`src/rtl/core_btb_pred.sv`:
```
// Two-way set-associative branch target buffer with the IF->ID prediction register.
// IF-stage lookup forms next_pc; ID-stage resolution drives predictor updates, BTB writes and redirects.
module core_btb_pred #(
  parameter int PC_W  = 32,
  parameter int IDX_W = 4
) (
  input  logic            clk,
  input  logic            rst,
  input  logic [PC_W-1:0] if_pc,
  input  logic            if_valid,
  input  logic            pht_pred,
  input  logic [1:0]      pht_cnt,
  input  logic [3:0]      bhr_rd,
  input  logic            stall,
  input  logic            flush,
  input  logic            res_valid,
  input  logic            res_taken,
  input  logic [PC_W-1:0] res_target,
  output logic [PC_W-1:0] next_pc,
  output logic [PC_W-1:0] id_pc,
  output logic [3:0]      BHR_in,
  output logic [1:0]      delayed_PHT,
  output logic            update_BP,
  output logic            pred_right,
  output logic            taken,
  output logic            redirect,
  output logic [PC_W-1:0] redirect_pc
);

  localparam int TAG_W = PC_W - IDX_W - 2;
  localparam int SETS  = 1 << IDX_W;

  typedef logic [TAG_W-1:0] tag_t;
  typedef logic [PC_W-3:0]  tgt_t;

  // BTB storage: bit/element index [w] selects the way
  logic [1:0]      valid_q [SETS];
  logic [1:0]      valid_d [SETS];
  tag_t            tag_q   [SETS][2];
  tag_t            tag_d   [SETS][2];
  tgt_t            target_q[SETS][2];
  tgt_t            target_d[SETS][2];
  logic [SETS-1:0] lru_q, lru_d;

  // IF/ID pipeline register
  logic            id_valid_q, id_valid_d;
  logic [PC_W-1:0] id_pc_q, id_pc_d;
  logic [3:0]      bhr_q, bhr_d;
  logic [1:0]      pht_q, pht_d;
  logic [PC_W-1:0] id_pred_tgt_q, id_pred_tgt_d;

  logic [IDX_W-1:0] if_set, id_set;
  tag_t             if_tag, id_tag;
  logic             if_hit0, if_hit1, if_hit, pred_taken_if;
  logic             id_hit0, id_hit1, upd, wr_way;
  tgt_t             hit_tgt;
  logic [PC_W-1:0]  correct_pc;

  assign if_set = if_pc[IDX_W+1:2];
  assign if_tag = if_pc[PC_W-1:IDX_W+2];
  assign id_set = id_pc_q[IDX_W+1:2];
  assign id_tag = id_pc_q[PC_W-1:IDX_W+2];

  // Lookup sees the pre-write array, so a same-cycle write shows up one cycle later.
  always_comb begin
    if_hit0       = valid_q[if_set][0] && (tag_q[if_set][0] == if_tag);
    if_hit1       = valid_q[if_set][1] && (tag_q[if_set][1] == if_tag);
    if_hit        = if_hit0 | if_hit1;
    hit_tgt       = if_hit0 ? target_q[if_set][0] : target_q[if_set][1];
    pred_taken_if = if_valid & if_hit & pht_pred;
    next_pc       = pred_taken_if ? {hit_tgt, 2'b00} : if_pc + PC_W'(4);
  end

  always_comb begin
    upd         = res_valid & id_valid_q;
    correct_pc  = res_taken ? res_target : id_pc_q + PC_W'(4);
    update_BP   = upd;
    pred_right  = upd & (pht_q[1] == res_taken);
    taken       = upd & res_taken;
    redirect    = upd & (id_pred_tgt_q != correct_pc);
    redirect_pc = redirect ? correct_pc : '0;
  end

  // NOTE: every always_comb output gets a default first so no path leaves it unassigned (no latch).
  always_comb begin
    valid_d  = valid_q;
    tag_d    = tag_q;
    target_d = target_q;
    lru_d    = lru_q;
    id_hit0  = valid_q[id_set][0] && (tag_q[id_set][0] == id_tag);
    id_hit1  = valid_q[id_set][1] && (tag_q[id_set][1] == id_tag);
    wr_way   = 1'b0;
    if (upd && !stall) begin
      if (res_taken) begin
        if (id_hit0)                  wr_way = 1'b0;
        else if (id_hit1)             wr_way = 1'b1;
        else if (!valid_q[id_set][0]) wr_way = 1'b0;
        else if (!valid_q[id_set][1]) wr_way = 1'b1;
        else                          wr_way = lru_q[id_set];
        valid_d[id_set][wr_way]  = 1'b1;
        tag_d[id_set][wr_way]    = id_tag;
        target_d[id_set][wr_way] = correct_pc[PC_W-1:2];
        lru_d[id_set]            = ~wr_way;
      end else if (id_hit0 || id_hit1) begin
        lru_d[id_set] = id_hit0;
      end
    end
  end

  // A squash (external or mispredict) outranks stall and zeroes the whole slot.
  always_comb begin
    id_valid_d    = id_valid_q;
    id_pc_d       = id_pc_q;
    bhr_d         = bhr_q;
    pht_d         = pht_q;
    id_pred_tgt_d = id_pred_tgt_q;
    if (flush || redirect) begin
      id_valid_d    = 1'b0;
      id_pc_d       = '0;
      bhr_d         = '0;
      pht_d         = '0;
      id_pred_tgt_d = '0;
    end else if (!stall) begin
      id_valid_d    = if_valid;
      id_pc_d       = if_pc;
      bhr_d         = bhr_rd;
      pht_d         = pht_cnt;
      id_pred_tgt_d = next_pc;
    end
  end

  // NOTE: state flops use non-blocking assignments so every flop samples pre-edge values.
  always_ff @(posedge clk or posedge rst) begin
    if (rst) begin
      valid_q       <= '{default: '0};
      lru_q         <= '0;
      id_valid_q    <= 1'b0;
      id_pc_q       <= '0;
      bhr_q         <= '0;
      pht_q         <= '0;
      id_pred_tgt_q <= '0;
    end else begin
      valid_q       <= valid_d;
      lru_q         <= lru_d;
      id_valid_q    <= id_valid_d;
      id_pc_q       <= id_pc_d;
      bhr_q         <= bhr_d;
      pht_q         <= pht_d;
      id_pred_tgt_q <= id_pred_tgt_d;
    end
  end

  // NOTE: tag/target arrays carry no reset; the reset valid bits make their contents irrelevant.
  always_ff @(posedge clk) begin
    tag_q    <= tag_d;
    target_q <= target_d;
  end

  assign id_pc       = id_pc_q;
  assign BHR_in      = bhr_q;
  assign delayed_PHT = pht_q;

endmodule

```
`config.mk`:
```
export PLATFORM = sky130hd
export DESIGN_NAME = core_btb_pred
export DESIGN_NICKNAME = d
export VERILOG_FILES = /design/src/rtl/core_btb_pred.sv
export SDC_FILE = /design/constraint.sdc
export NUM_CORES = 2
export LEC_CHECK = 0
export CORE_ASPECT_RATIO = 2
export CORE_UTILIZATION = 40
export DETAILED_ROUTE_END_ITERATION = 12
export PLACE_DENSITY_LB_ADDON = 0.1
export RECOVER_POWER = 100
export SLEW_MARGIN = 30
export SYNTH_ARGS = -nofsm -noshare
export SYNTH_HDL_FRONTEND = slang
export SYNTH_SLANG_ARGS = --single-unit
```
`constraint.sdc`:
```
create_clock -name clk -period 5.6 [get_ports clk]
set_input_delay 1.12 -clock clk [delete_from_list [all_inputs] [get_ports clk]]
set_output_delay 1.12 -clock clk [all_outputs]
set_load 0.01 [all_outputs]
```
==> flow_metrics.py <==
metrics = {
    "outcome": {
        "status": "complete, but fails checks",
        "violations": "capacitance limit, slew limit, setup timing",
    },
    "synthesis": {
        "yosys-top-cells-area": "edfxtp_1 (62%), mux4_2 (15%), mux2i_1 (4.3%), dfrtp_1 (3.4%), xnor2_1 (1.4%)",
        "syn_inst": 4974,
        "synth-edff-count": 1792,
        "synthFlopType": "edfxtp_1",
        "yosysTopAreaCell": "edfxtp_1",
        "syn_avg_cell_area_sq_um": 17.5,
        "ys_ff_latch": 1911,
        "yosysTopAreaCellShare": 0.619,
        "synth_area_sq_um": 87000,
        "yosys.cell_count.top_type": "edfxtp_1",
        "synthTopCellsByCount": "edfxtp_1 (1792), mux4_2 (597), mux2i_1 (370)",
        "synthArstFlopShare": 0.0623,
        "yosysUniqueCellTypes": 92,
        "seq_area_frac_synth": 0.653,
        "synth_fp_nets": 5057,
        "yosysWarnings": 0,
    },
    "power_and_ir_drop": {
        "power_leakage_nw": 37.4,
        "peakVddDrop_v": 0.000306,
        "power_density_nw_per_um2": 298,
    },
    "timing": {
        "worst_pin_slew_ns": 2.73,
        "maxSlewHeadroom": -0.823,
        "fmax_ghz": 0.157,
        "grt_setup_unrepaired": "true",
        "fin_skew_ns": 0.0629,
        "min_period_ns": 6.36,
        "hold_viol_final": 0,
        "fin_crit_sh": 1.14,
        "slew_viol_final": 1198,
        "whs_ns": 0.493,
        "finalWorstSetupSlack_ns": -0.765,
        "setup_viol": 1888,
    },
    "floorplanning": {
        "start_util": 0.403,
        "die_area_sq_um": 219000,
        "design.portCount": 184,
        "die_h_microns": 661,
        "core_area_sq_um": 216000,
        "dieWidth_microns": 332,
        "rows": 241,
    },
    "global_routing": {
        "first_global_vias": 58660,
        "grt_pass1_wl_microns": 514000,
        "grt_max_degree": 89,
        "grt_overflow_total": 0,
        "track_usage": 0.351,
        "antenna_found_initial": 15,
    },
    "critical_path": {
        "slowest_delay_ns": 0.51,
        "path_delay_family": "buffers and inverters",
        "critPathBufInv": 9,
        "crit_slowest_cell": "nor4_4",
        "cp.required_ns": 4.48,
        "path_class": "in2out",
        "crit_arrival_ns": 5.24,
        "critical_path.cell_chain": "buf_16, buf_12, buf_12, nor2b_4, buf_12, buf_4, a22o_1, o21ai_0, nand3_2, a2111oi_4, a31oi_2, nor4_4, buf_6, o21a_4, buf_8, mux2i_4, buf_6, buf_6",
        "crit_fanout": 8,
        "critPathCaptureType": "primary output",
        "worst_setup_path_start_kind": "input pin",
    },
    "routing": {
        "totalWireLength_microns": 387000,
        "first_iter_violations": 6103,
        "dr.pass1.iters": 7,
        "avgRoutedWirePerCell_microns": 42.7,
        "postRouteAntennaNets": 0,
        "vias": 57372,
        "drt-vias-per-instance": 6.33,
        "drc": 0,
    },
    "clock_tree": {
        "cts_tree": "built",
        "ctsLongestPathBuffers": 4,
        "root_buffer": "clkbuf_16",
        "cts_buffers": 184,
        "h-tree-depth": 4,
        "clk_pin_slew_ns": 0.07,
        "cts_hold_buf": 0,
        "clkLatencyLatePin_ns": 0.89,
        "clock_sinks": 1911,
    },
    "place": {
        "place_congestion": 1.09,
        "numPortBuffers": 183,
        "post-place-ws_ns": -2.06,
        "dp_hpwl_microns": 278000,
    },
    "cells_and_area": {
        "synthToLayoutAreaGrowth_pct": 25.0,
        "drive_above_1_share": 0.367,
        "num-fill-cells": 18021,
        "nets": 6200,
    },
    "hold_path": {
        "hold_path.class": "reg2reg",
    },
    "job": {
        "drv_cap": 33,
    },
}
-- power by group --
group	switching (mW)	internal (mW)
clock network	5.59	6.96
logic	2.45	1.53
registers	0.0616	15.8
total	8.10	24.2
-- logic make-up (layout without fill, tap and decap cells) --
logic type      after synthesis  count (layout)  share of synthesized area
mux                        1035            1035                      0.207
xor+xnor                    188             188                     0.0191
buf+inv                     425            1707                     0.0246
simple gates                847             847                     0.0480
other cells                   0               8                          0
flops                      1911            1911                      0.653
compound gates              563             564                     0.0476
fa+ha+maj                     5               5                   0.000719
-- sequential cells by signal (all words and copies together), names as in the netlist --
register,flops
target_q,960
tag_q,832
id_pc,32
id_pred_tgt_q,32
valid_q,32
lru_q,16
BHR_in,4
delayed_PHT,2
id_valid_q,1
-- cell usage in the layout (no fill, tap or decap), types with 47 or more instances in the layout --
cell type	synthesis	final
a21oi_1	80	49
a22oi_1	66	64
buf_12	8	179
buf_4	27	792
buf_6	9	94
clkbuf_1	156	114
clkbuf_16	0	188
clkdlybuf4s50_1	0	81
clkinv_1	13	50
dfrtp_1	119	109
edfxtp_1	1792	1792
mux2_2	62	53
mux2i_1	370	354
mux4_2	597	597
nand2_1	259	252
nand3_1	125	123
nor2_1	182	134
o21ai_0	65	60
xnor2_1	137	128
xor2_1	50	47
-- layer usage --
layer	global-route usage	wire length, microns
met3	0.0537	24400
met2	0.603	192000
met1	0.379	130000
met4	0.300	40600
met5	0	23
-- path summary, 6_finish.rpt --
| path | start | endpoint | slack, ns | cells after the start |
|---|---|---|---|---|
| min in group asynchronous | rst | valid_q[20] | 1.37 | 2 |
| worst min register to register | valid_q[18] | valid_q[18] | 0.49 | 1 |
| max in group asynchronous | rst | id_pc[3] | 0.86 | 3 |
| worst min-delay path | valid_q[18] | valid_q[18] | 0.49 | 1 |
| worst max-delay path | if_pc[3] | next_pc[24] | -0.76 | 18 |
| worst max register to register | id_pc[27] | tag_q[575] | -0.60 | 12 |
-- metrics by stage --
step	std cells	instance area [sq um]	utilization	setup TNS, ns	power, mW
floorplan	4974	87000	-	-657.04	17.8
global placement	8579	100000	0.466	-81.88	19.9
detailed placement	8579	100000	0.466	-80.41	19.9
CTS	9018	109000	0.504	-23.48	32.4
global route	9057	109000	0.504	-933.80	33.0
finish	9059	109000	0.504	-831.21	32.3
-- what timing repair did --
| item | CTS | global route |
|---|---|---|
| gates cloned | 12 | 0 |
| pin swaps | 47 | 48 |
| resized for setup | 585 | 115 |
| endpoints found under the setup margin | 116 | 1271 |
| setup buffers | 115 | 51 |
-- final cells by class --
class,count,area (sq um),area share
Clock inverter,102,1020,0.00941
Tap cell,2794,3500,0.0322
Timing Repair Buffer,1322,12900,0.118
Clock buffer,224,4820,0.0443
Antenna cell,8,20.0,0.000184
Multi-Input combinational cell,2639,29500,0.271
Inverter,59,231,0.00213
Sequential cell,1911,56800,0.522
No activity file was read; power rests on OpenSTA's default activity.
